### config.mk
export PLATFORM = sky130hd
export DESIGN_NAME = pc_command_receiver_flat
export DESIGN_NICKNAME = d
export VERILOG_FILES = /design/src/rtl/pc_command_receiver_if.sv /design/src/rtl/pc_command_receiver.sv /design/src/flat_wrapper.sv
export SDC_FILE = /design/constraint.sdc
export NUM_CORES = 1
export LEC_CHECK = 0
export CAP_MARGIN = 20
export CORE_MARGIN = 10
export CORE_UTILIZATION = 45
export DETAILED_ROUTE_END_ITERATION = 10
export GPL_TIMING_DRIVEN = 0
export PLACE_DENSITY = 0.66
export REMOVE_ABC_BUFFERS = 1
export SKIP_LAST_GASP = 1
export SLEW_MARGIN = 20
export SYNTH_ARGS = -nofsm -noshare
export SYNTH_HDL_FRONTEND = slang
export SYNTH_SLANG_ARGS = --single-unit
### constraint.sdc
create_clock -name clk -period 3.04 [get_ports clk]
set_clock_uncertainty 0.15 [all_clocks]
set_input_delay 0.608 -clock clk [delete_from_list [all_inputs] [get_ports clk]]
set_output_delay 0.608 -clock clk [all_outputs]
set_load 0.005 [all_outputs]
### src/rtl/pc_command_receiver_if.sv
// Byte stream from the UART receiver into the PC command decoder.
interface pc_command_receiver_if;
  logic [7:0] rx_byte;
  logic       rx_valid;

  modport master (output rx_byte, output rx_valid);
  modport slave  (input  rx_byte, input  rx_valid);
endinterface

### src/rtl/pc_command_receiver.sv
// PC-to-FPGA command decoder: frames 0x55,CMD,DHI,DLO,[CHK],0xAA and drives TRNG control registers.
// Define CMD_CHECKSUM_EN to require the CHK byte (CMD^DHI^DLO) before the 0xAA trailer.
module pc_command_receiver #(
  parameter int   TIMEOUT_CYCLES = 1000000,
  parameter int   TO_WIDTH       = 20,
  parameter logic DEBUG_RST      = 1'b0
) (
  input  logic                    clk,
  input  logic                    rst,
  pc_command_receiver_if.slave    rx,
  output logic [11:0]             ROSelOverride,
  output logic                    ROSelForce,
  output logic                    debugMode,
  output logic                    restart,
  output logic                    cmdOk,
  output logic                    cmdErr,
  output logic [1:0]              errCode
);

  typedef enum logic [2:0] {S_IDLE, S_CMD, S_DHI, S_DLO, S_CHK, S_EOF} state_t;

  localparam logic [7:0] SOF = 8'h55;
  localparam logic [7:0] EOF = 8'hAA;
  localparam logic [1:0] ERR_EOF = 2'd0, ERR_CHK = 2'd1, ERR_CMD = 2'd2, ERR_TIMEOUT = 2'd3;
  localparam logic [TO_WIDTH-1:0] TO_LAST = TO_WIDTH'(TIMEOUT_CYCLES - 1);

`ifdef CMD_CHECKSUM_EN
  localparam int DHI_W = 8;
`else
  // Without the checksum only the low nibble of DHI ever reaches a register.
  localparam int DHI_W = 4;
`endif

  state_t              state_q, state_d;
  logic [7:0]          cmd_q, cmd_d;
  logic [DHI_W-1:0]    dhi_q, dhi_d;
  logic [7:0]          dlo_q, dlo_d;
  logic [TO_WIDTH-1:0] to_cnt_q, to_cnt_d;
  logic [11:0]         rosel_q, rosel_d;
  logic                force_q, force_d;
  logic                debug_q, debug_d;
  logic                restart_q, restart_d;
  logic                ok_q, ok_d;
  logic                err_q, err_d;
  logic [1:0]          err_code_q, err_code_d;
  logic                chk_bad;

`ifdef CMD_CHECKSUM_EN
  logic [7:0] chk_q, chk_d;
  assign chk_bad = (chk_q != (cmd_q ^ dhi_q ^ dlo_q));
`else
  assign chk_bad = 1'b0;
`endif

  always_comb begin
    // NOTE: every _d gets a default first so no path through the case infers a latch.
    state_d    = state_q;
    cmd_d      = cmd_q;
    dhi_d      = dhi_q;
    dlo_d      = dlo_q;
`ifdef CMD_CHECKSUM_EN
    chk_d      = chk_q;
`endif
    rosel_d    = rosel_q;
    force_d    = force_q;
    debug_d    = debug_q;
    restart_d  = 1'b0;
    ok_d       = 1'b0;
    err_d      = 1'b0;
    err_code_d = err_code_q;
    to_cnt_d   = (state_q == S_IDLE || rx.rx_valid) ? '0 : to_cnt_q + TO_WIDTH'(1);

    if (rx.rx_valid) begin
      case (state_q)
        S_IDLE: if (rx.rx_byte == SOF) state_d = S_CMD;
        S_CMD: begin
          cmd_d   = rx.rx_byte;
          state_d = S_DHI;
        end
        S_DHI: begin
          dhi_d   = rx.rx_byte[DHI_W-1:0];
          state_d = S_DLO;
        end
        S_DLO: begin
          dlo_d   = rx.rx_byte;
`ifdef CMD_CHECKSUM_EN
          state_d = S_CHK;
`else
          state_d = S_EOF;
`endif
        end
`ifdef CMD_CHECKSUM_EN
        S_CHK: begin
          chk_d   = rx.rx_byte;
          state_d = S_EOF;
        end
`endif
        S_EOF: begin
          state_d = S_IDLE;
          if (rx.rx_byte != EOF) begin
            err_d      = 1'b1;
            err_code_d = ERR_EOF;
          end else if (chk_bad) begin
            err_d      = 1'b1;
            err_code_d = ERR_CHK;
          end else begin
            ok_d = 1'b1;
            case (cmd_q)
              8'h01: begin
                rosel_d = {dhi_q[3:0], dlo_q};
                force_d = 1'b1;
              end
              8'h02: force_d   = 1'b0;
              8'h03: debug_d   = dlo_q[0];
              8'h04: restart_d = 1'b1;
              default: begin
                ok_d       = 1'b0;
                err_d      = 1'b1;
                err_code_d = ERR_CMD;
              end
            endcase
          end
        end
        default: state_d = S_IDLE;
      endcase
    end else if (state_q != S_IDLE && to_cnt_q == TO_LAST) begin
      // A stalled frame is abandoned; a byte in this same cycle would have taken precedence.
      state_d    = S_IDLE;
      err_d      = 1'b1;
      err_code_d = ERR_TIMEOUT;
    end
  end

  always_ff @(posedge clk) begin
    // NOTE: sequential state uses non-blocking assignments so every flop samples pre-edge values.
    if (rst) begin
      state_q    <= S_IDLE;
      cmd_q      <= '0;
      dhi_q      <= '0;
      dlo_q      <= '0;
`ifdef CMD_CHECKSUM_EN
      chk_q      <= '0;
`endif
      to_cnt_q   <= '0;
      rosel_q    <= '0;
      force_q    <= 1'b0;
      debug_q    <= DEBUG_RST;
      restart_q  <= 1'b0;
      ok_q       <= 1'b0;
      err_q      <= 1'b0;
      err_code_q <= ERR_EOF;
    end else begin
      state_q    <= state_d;
      cmd_q      <= cmd_d;
      dhi_q      <= dhi_d;
      dlo_q      <= dlo_d;
`ifdef CMD_CHECKSUM_EN
      chk_q      <= chk_d;
`endif
      to_cnt_q   <= to_cnt_d;
      rosel_q    <= rosel_d;
      force_q    <= force_d;
      debug_q    <= debug_d;
      restart_q  <= restart_d;
      ok_q       <= ok_d;
      err_q      <= err_d;
      err_code_q <= err_code_d;
    end
  end

  assign ROSelOverride = rosel_q;
  assign ROSelForce    = force_q;
  assign debugMode     = debug_q;
  assign restart       = restart_q;
  assign cmdOk         = ok_q;
  assign cmdErr        = err_q;
  assign errCode       = err_code_q;

endmodule

### src/flat_wrapper.sv
// flat-port wrapper written by rule: the top's interface ports become plain ports
module pc_command_receiver_flat 
#(
  parameter int   TIMEOUT_CYCLES = 1000000,
  parameter int   TO_WIDTH       = 20,
  parameter logic DEBUG_RST      = 1'b0
)
  (clk, rst, ROSelOverride, ROSelForce, debugMode, restart, cmdOk, cmdErr, errCode, rx_rx_byte, rx_rx_valid);
  pc_command_receiver_if rx_i ();
  input  logic clk;
  input  logic rst;
  output logic [11:0] ROSelOverride;
  output logic ROSelForce;
  output logic debugMode;
  output logic restart;
  output logic cmdOk;
  output logic cmdErr;
  output logic [1:0] errCode;
  input wire logic [$bits(rx_i.rx_byte)-1:0] rx_rx_byte;
  input wire logic [$bits(rx_i.rx_valid)-1:0] rx_rx_valid;
  assign rx_i.rx_byte = rx_rx_byte;
  assign rx_i.rx_valid = rx_rx_valid;
  pc_command_receiver #(.TIMEOUT_CYCLES(TIMEOUT_CYCLES), .TO_WIDTH(TO_WIDTH), .DEBUG_RST(DEBUG_RST)) u_core (.clk(clk), .rst(rst), .rx(rx_i), .ROSelOverride(ROSelOverride), .ROSelForce(ROSelForce), .debugMode(debugMode), .restart(restart), .cmdOk(cmdOk), .cmdErr(cmdErr), .errCode(errCode));
endmodule
[After elaboration in Yosys (flattened, before gate mapping)]
Cells that the tools add are included.
Storage, ports and cells
  output and inout port bits: 19
  word-level logic and storage cells: 64
  register bits: 62
  input port bits: 11
Cells by class
  reductions and logical operators: 17
  add/subtract/negate cells: 1
  bitwise operators: 3
  equal/unequal tests: 14
  mux-type cells: 17
Operator list (count)
  20-bit by 1-bit adder with 20-bit output, second input constant: 1
  20-bit equality test, second input constant: 1
  8-bit by 2-bit equality test with 1-bit output, second input constant: 2
  3-bit case mux with 4 select lines: 1
  4-bit AND reduction: 3
  2-bit two-way mux: 5
  3-bit two-way mux: 3
  8-bit by 1-bit equality test with 1-bit output, second input constant: 1
  8-bit by 3-bit equality test with 1-bit output, second input constant: 1
  8-bit by 7-bit equality test with 1-bit output, second input constant: 1
  8-bit != test, second input constant: 1
  2-bit AND reduction: 4
  4-bit OR reduction: 2
  1-bit two-way mux: 7
  3-bit by 2-bit equality test with 1-bit output, second input constant: 2
  2-bit nonzero test: 2
  3-bit by 1-bit equality test with 1-bit output, second input constant: 1
  3-bit equality test, second input constant: 1
  3-bit logical NOT: 1
  3-bit by 2-bit != test with 1-bit output, second input constant: 1
  3-bit != test, second input constant: 1
  1-bit NOT: 3
  3-bit AND reduction: 1
  3-bit nonzero test: 1
  other kinds (5): 5

[Longest topological paths before layout]
Gate-level depths: netlist of the first run.
  depth in word-level cells: 6
  gate-level depth with buffers: 6
  depth with buffers taken out: 5

[Worst setup path before layout of the first run]
OpenSTA, ideal clock, no wires.
  kind: input to register
  start point: input port rx_rx_byte[6]
  end point: register u_core.rosel_q[2] (netlist: u_core.ROSelOverride[2])
  path slack: 0.969 ns
  path buffers: 1
  arrival: 1.793 ns
  data required time: 2.762 ns
  setup time: 0.128 ns
  stages: 6
  path through: and4bb_2 > nand2_1 > nor4_4 > buf_6 > mux2i_1 > nor2_1
Between the ends
  word-level cells in the longest chain between the ends: 3
Ends and longest elaborated chain
  start, declared: line flat_wrapper.sv:19  | input wire logic [$bits(rx_i.rx_byte)-1:0] rx_rx_byte;
  8-bit != test: line pc_command_receiver.sv:100  | if (rx.rx_byte != EOF) begin
  1-bit NOT (no line)
  4-bit AND reduction (no line)
  end signal, assigned: line pc_command_receiver.sv:161  | rosel_q <= rosel_d;
  end, declared: line pc_command_receiver.sv:39  | logic [11:0] rosel_q, rosel_d;
No other way between the ends.
A chain may end at the register's enable or synchronous reset.

[Worst setup path in the final report of the first run]
  start point: input port rx_rx_byte[1]
  end point: register u_core.rosel_q[9] (netlist: u_core.ROSelOverride[9])
Same word-level chain as after synthesis.

==> results of run 1 <==
critical path: cells and delay by family:
family | cells | cell delay, ns
and+or+nand+nor | 4 | 0.98
buffers and inverters | 2 | 0.83
muxes | 1 | 0.20
state kept, by name, indices dropped and copies added, names as in the netlist, 2 cells and up:
signal / cells
u_core.to_cnt_q: 20
u_core.state_q: 3
u_core.errCode: 2
u_core.ROSelOverride: 12
u_core.dlo_q: 8
u_core.cmd_q: 8
u_core.dhi_q: 4
power groups by stage:
stage               Sequential, uW  Clock [uW]  Combinational, uW
floorplan                      831           0               6.59
global placement               831           0               35.8
detailed placement             831           0               38.2
CTS                            812         879               38.4
global route                   812         920               41.0
finish                         813         866               38.1
layout by cell type (no fill, tap or decap), drive strengths merged, types with 2 or more instances in the layout:
cell type,n
nor3,7
and3,4
dfxtp,62
nor2b,2
nand2,46
clkdlybuf4s50,28
nor4,7
clkinvlp,2
xnor2,9
or4bb,2
o21ai,5
mux2i,18
buf,3
bufinv,3
or3,2
xor2,9
nand2b,2
clkbuf,10
nand4,4
nand3,11
and2,2
nor2,46
and4bb,2
nand3b,2
inv,4
a21oi,18
layout make-up:
class,instances,area [sq um]
Tap cell,72,90.09
Multi-Input combinational cell,211,1237
Timing Repair Buffer,31,316.6
Inverter,4,15.01
Clock inverter,6,110.1
Sequential cell,62,1241
Clock buffer,10,127.6
Fill cell,530,2369
logic make-up after synthesis:
kind of cell | count (synthesis)
AO/OA/AOI/OAI | 29
XOR/XNOR | 18
adder cells (fa/ha/maj) | 1
buffers and inverters | 15
flip-flops | 62
multiplexers | 18
AND/OR/NAND/NOR | 145
through the flow:
| stage | hold slack [ns] | util (%) | setup slack (ns) | setup TNS (ns) | instance area, sq um |
|---|---|---|---|---|---|
| 5_1_grt | 0.3390 | 56.99 | 0.3376 | 0 | 3138 |
| 3_3_place_gp | 0.2927 | 52.19 | -0.2936 | -7.575 | 2874 |
| 2_1_floorplan | 0.2800 | - | 0.7360 | 0 | 2494 |
| 4_1_cts | 0.3093 | 56.78 | 0.1751 | 0 | 3127 |
| 6_report | 0.3094 | 56.99 | 0.4900 | 0 | 3138 |
| 3_5_place_dp | 0.3004 | 52.47 | -0.2131 | -2.452 | 2889 |
worst paths after layout:
kind	start	to	slack, ns	cells after the start
worst min-delay path	u_core.dlo_q[6]	u_core.dlo_q[6]	0.31	2
worst min register to register	u_core.dlo_q[6]	u_core.dlo_q[6]	0.31	2
worst max-delay path	rx_rx_byte[1]	u_core.ROSelOverride[9]	0.49	7
worst max register to register	u_core.state_q[0]	u_core.ROSelOverride[9]	0.94	6
per-layer routing:
metal  track usage (%)  vias up  wire length (microns)
met5                 0        -                      0
met4             7.107        0                    115
met3             3.849       11                    287
met2             17.33       31                   2198
met1             15.76      913                   2549
li1                  -     1043                      -
==> flow_summary.ini, run 1 <==
[final_layout]
area_growth_pct = 23.43
fin_cells = 396
drive_gt1_share_pct = 8.025
nNetsFinal = 331
antennaDiodeCount = 0

[pwr]
pwr-share-seq_pct = 47.3
p_clk_share_pct = 50.5
power_leakage_uw = 0.0009879
report.power.total_uw = 1717
swShare_pct = 20.01
combPwrFrac_pct = 2.2
ir_drop_mv = 0.3205
internal_power_uw = 1373
p_switching_uw = 343.5
power.density_nw_per_um2 = 547.1

[global_routing]
antenna_found_initial = 0
grt_overflow = 0
grt_usage_pct = 12.17
grt_pass1_wl_microns = 8818
grt_pass1_vias = 1880
grt_start_max_net_pins = 46

[synth]
synth_mux_area_share_pct = 7.087
synthTopCellsByArea = dfxtp_1 (49%), mux2i_1 (7.1%), nand2_1 (6.8%)
yosysMostFrequentCell = dfxtp_1
async_flop_share_pct = 0
synthFlopType = dfxtp_1
synth_top_family_by_area = simple AND/OR/NAND/NOR gates
synth_cells = 288
syn_avg_cell_area_sq_um = 8.828
ys_seq_area_share_pct = 48.82
synth_area_sq_um = 2542
ys_ff_latch = 62
yosysUniqueCellTypes = 40
synth_xor_area_share_pct = 6.201
synth-compound-area-share_pct = 6.348
synth-simple-area-share_pct = 28.54
yosysWarningCount = 0
yosys.area.top_type_share_pct = 48.82
synth_edf_count = 0
yosysTopAreaCell = dfxtp_1
synthAdderAreaFrac_pct = 0.4921
synth_common_cells = dfxtp_1 (62), nand2_1 (46), nor2_1 (46), a21oi_1 (18), mux2i_1 (18)

[setup_path]
max_stage_delay_ns = 0.59
crit_path_start_kind = input port
worstSetupPathType = input port to flip-flop
worst_setup_path_end_kind = flip-flop
worstPathMaxFanout = 9
critical_path.cell_chain = clkdlybuf4s50_1, and4bb_2, nand2_1, nor4_4, buf_6, mux2i_1, nor2_1
critPathRequiredTime_ns = 3.12
cp_slowest_cell = clkdlybuf4s50_1
arrival_ns = 2.63

[floorplan]
rows = 27
top_level_ports = 30
die_w_microns = 95.17
start_util_pct = 46.17
die-area_sq_um = 9056
die_h_microns = 95.17
core_sq_um = 5507

[drt]
drt_first_iter_violations = 72
dr.pass1.iters = 4
vias = 1998
drtAntennaViolNets = 0
drt_wl_total_microns = 5150
routedWlPerCell_microns = 13.01
drc = 0
avgViaCountPerCell = 5.045

[cts]
htreeDepth = 3
numCtsBuffers = 9
cts_tree = built
clockBufferDepth = 2
ctsHoldBuffers = 0
cts.clk_slew.worst_paths_ns = 0.07
post_cts_buffers = 0
cts_resized = 0
clkLatencyLatePin_ns = 0.34
cts_root_buffer = clkbuf_8
clock-sinks = 62

[place]
io_buffer_count = 29
dp_cells = 379
gp_congestion = 0.7961
dpl.hpwl_microns = 3497

[timing]
rsz0062_at_grt = false
relSlewSlack_pct = 56.20
drv_slew = 0
finalCritPeriodShare_pct = 83.88
clock.fmax_mhz = 392.2
worst_pin_slew_ns = 0.6569
hold_violations = 0
min_period_ns = 2.550
setup_viol = 0

[outcome]
status = completed

[job]
maxCapViolations = 0

[worst_hold_path]
hp-class = flip-flop to flip-flop
(Power assumes the default switching activity.)
==> inputs of run 2 (changes only) <==
--- a/config.mk
+++ b/config.mk
@@ -10,7 +10,7 @@
 export CORE_UTILIZATION = 45
 export DETAILED_ROUTE_END_ITERATION = 10
 export GPL_TIMING_DRIVEN = 0
-export PLACE_DENSITY = 0.66
+export PLACE_DENSITY = 0.69
 export REMOVE_ABC_BUFFERS = 1
 export SKIP_LAST_GASP = 1
 export SLEW_MARGIN = 20
==> constraint.sdc (replaced) <==
create_clock -name clk -period 2.3 [get_ports clk]
set_clock_uncertainty 0.15 [all_clocks]
set_input_delay 0.46 -clock clk [delete_from_list [all_inputs] [get_ports clk]]
set_output_delay 0.46 -clock clk [all_outputs]
set_load 0.005 [all_outputs]
==> run 2 against run 1 <==
Against the previous run: routed wire length shrank 0.76%; sequential power grew 32%; first-iteration DRC count grew 42%.
==> flow_summary.ini, run 2 (synthesis gave the netlist of run 1 again) <==
[outcome]
status = completed

[final_layout]
regMostFlops = u_core.to_cnt_q
mostFrequentLayoutCells = dfxtp_1 (62), nand2_1 (46), nor2_1 (46)
final_area_sq_um = 3158
antennaDiodeCount = 0
layout_commonest_cell = dfxtp_1
multi_input_area_sq_um = 1237
area_growth_pct = 24.21
ff_latch_area_sq_um = 1241
largest_reg_flops = 20
nNetsFinal = 330
drive_gt1_share_pct = 8.050
fillCellCount = 499

[cts]
clockBufferDepth = 2
ctsHoldBuffers = 0
cts.clk_slew.worst_paths_ns = 0.07
clkLatencyLatePin_ns = 0.33
numCtsBuffers = 9
htreeDepth = 3
clock-sinks = 62
cts_root_buffer = clkbuf_8
cts_tree = built

[drt]
drtAntennaViolNets = 0
drt_first_iter_violations = 102
vias = 2018
dr.pass1.iters = 4
drt_wl_total_microns = 5111
drc = 0
routedWlPerCell_microns = 12.94
avgViaCountPerCell = 5.109

[setup_path]
crit_path_start_kind = input port
worstSetupPathType = input port to flip-flop
worst_setup_path_end_kind = flip-flop
critPathRequiredTime_ns = 2.34
worstPathMaxFanout = 12
arrival_ns = 2.23

[timing]
finalCritPeriodShare_pct = 95.26
hold_violations = 0
drv_slew = 0
relSlewSlack_pct = 48.80
clock.fmax_mhz = 456.4
min_period_ns = 2.191
worst_pin_slew_ns = 0.7680
setup_tns_ns = 0
setup_viol = 0
rsz0062_at_grt = false

[worst_hold_path]
hp-class = flip-flop to flip-flop

[floorplan]
rows = 27
die-area_sq_um = 9056
core_sq_um = 5507
top_level_ports = 30
die_w_microns = 95.17
start_util_pct = 46.17
die_h_microns = 95.17

[pwr]
power.density_nw_per_um2 = 760.4
ir_drop_mv = 0.3839
p_clk_share_pct = 53.4
p_switching_uw = 473.1
internal_power_uw = 1928
combPwrFrac_pct = 1.9
pwr-share-seq_pct = 44.7
swShare_pct = 19.70
power_leakage_uw = 0.0009980

[global_routing]
grt_usage_pct = 11.95
grt_pass1_vias = 1844
antenna_found_initial = 0
grt_overflow = 0
grt_start_max_net_pins = 46
grt_pass1_wl_microns = 8604

[place]
io_buffer_count = 29
gp_congestion = 0.8413
post_dp_cell_area_sq_um = 2869
dpl.hpwl_microns = 3449

[job]
maxCapViolations = 0
[run 2: cell count changes in the layout (fill, tap and decap cells not counted)]
cell / delta
buf_6: -1
bufinv_16: +1
clkbuf_1: -1
clkinv_2: -1
clkinv_4: +1
clkinvlp_4: -1
inv_6: +1
[run 2: what timing repair did]
action                                  in CTS  in global routing
endpoints found under the setup margin      12                  0
resized for setup                            0                  0
buffers inserted                             1                  0
[run 2: area by class of cell]
type	instances	area share (%)
flip-flops and latches	62	39.30
multi-input cells	211	39.18
repair buffers	30	9.667
clock inverters	7	4.596
clock buffers	9	3.922
well taps	72	2.853
inverters	4	0.4754
[run 2: path summary, 6_finish.rpt]
check | cells after the start | from | endpoint | slack, ns
worst min-delay path | 2 | u_core.cmd_q[5] | u_core.cmd_q[5] | 0.31
worst min register to register | 2 | u_core.cmd_q[5] | u_core.cmd_q[5] | 0.31
worst max-delay path | 7 | rx_rx_valid | u_core.ROSelOverride[3] | 0.11
worst max register to register | 6 | u_core.state_q[0] | u_core.ROSelOverride[3] | 0.39
[run 2: stage by stage]
step	worst slack, ns	total power (uW)	hold WS (ns)	util, %	instances
CTS	0.1410	2426	0.3103	57.35	395
detailed placement	-0.7611	1145	0.2995	52.10	378
global route	0.009822	2485	0.3324	57.35	395
finish	0.1091	2401	0.3074	57.35	395
global placement	-0.8646	1146	0.2931	52.19	378
floorplan	0.1440	1107	0.2800	-	277
[run 2: metal layers]
metal | vias to the layer above | share of wire [%] | track usage (%)
met5 | - | 0 | 0
li1 | 1041 | - | -
met1 | 924 | 50 | 16.05
met2 | 47 | 42 | 16.36
met3 | 6 | 6.1 | 4.321
met4 | 0 | 1.8 | 5.985
[run 2: worst max-delay path: stages]
cell and delay, ns:
clkdlybuf4s50_1 0.57, and4b_2 0.31, nand3_4 0.11, nor4_4 0.33, buf_12 0.19, mux2i_1 0.18, nor2_1 0.06
[run 2: power by group through the flow]
stage / Combinational [uW] / Sequential, uW / Clock, uW
detailed placement: 46.1 / 1100 / 0
global route: 49.8 / 1070 / 1360
global placement: 47.1 / 1100 / 0
floorplan: 8.71 / 1100 / 0
CTS: 46.3 / 1070 / 1310
finish: 46.6 / 1070 / 1280
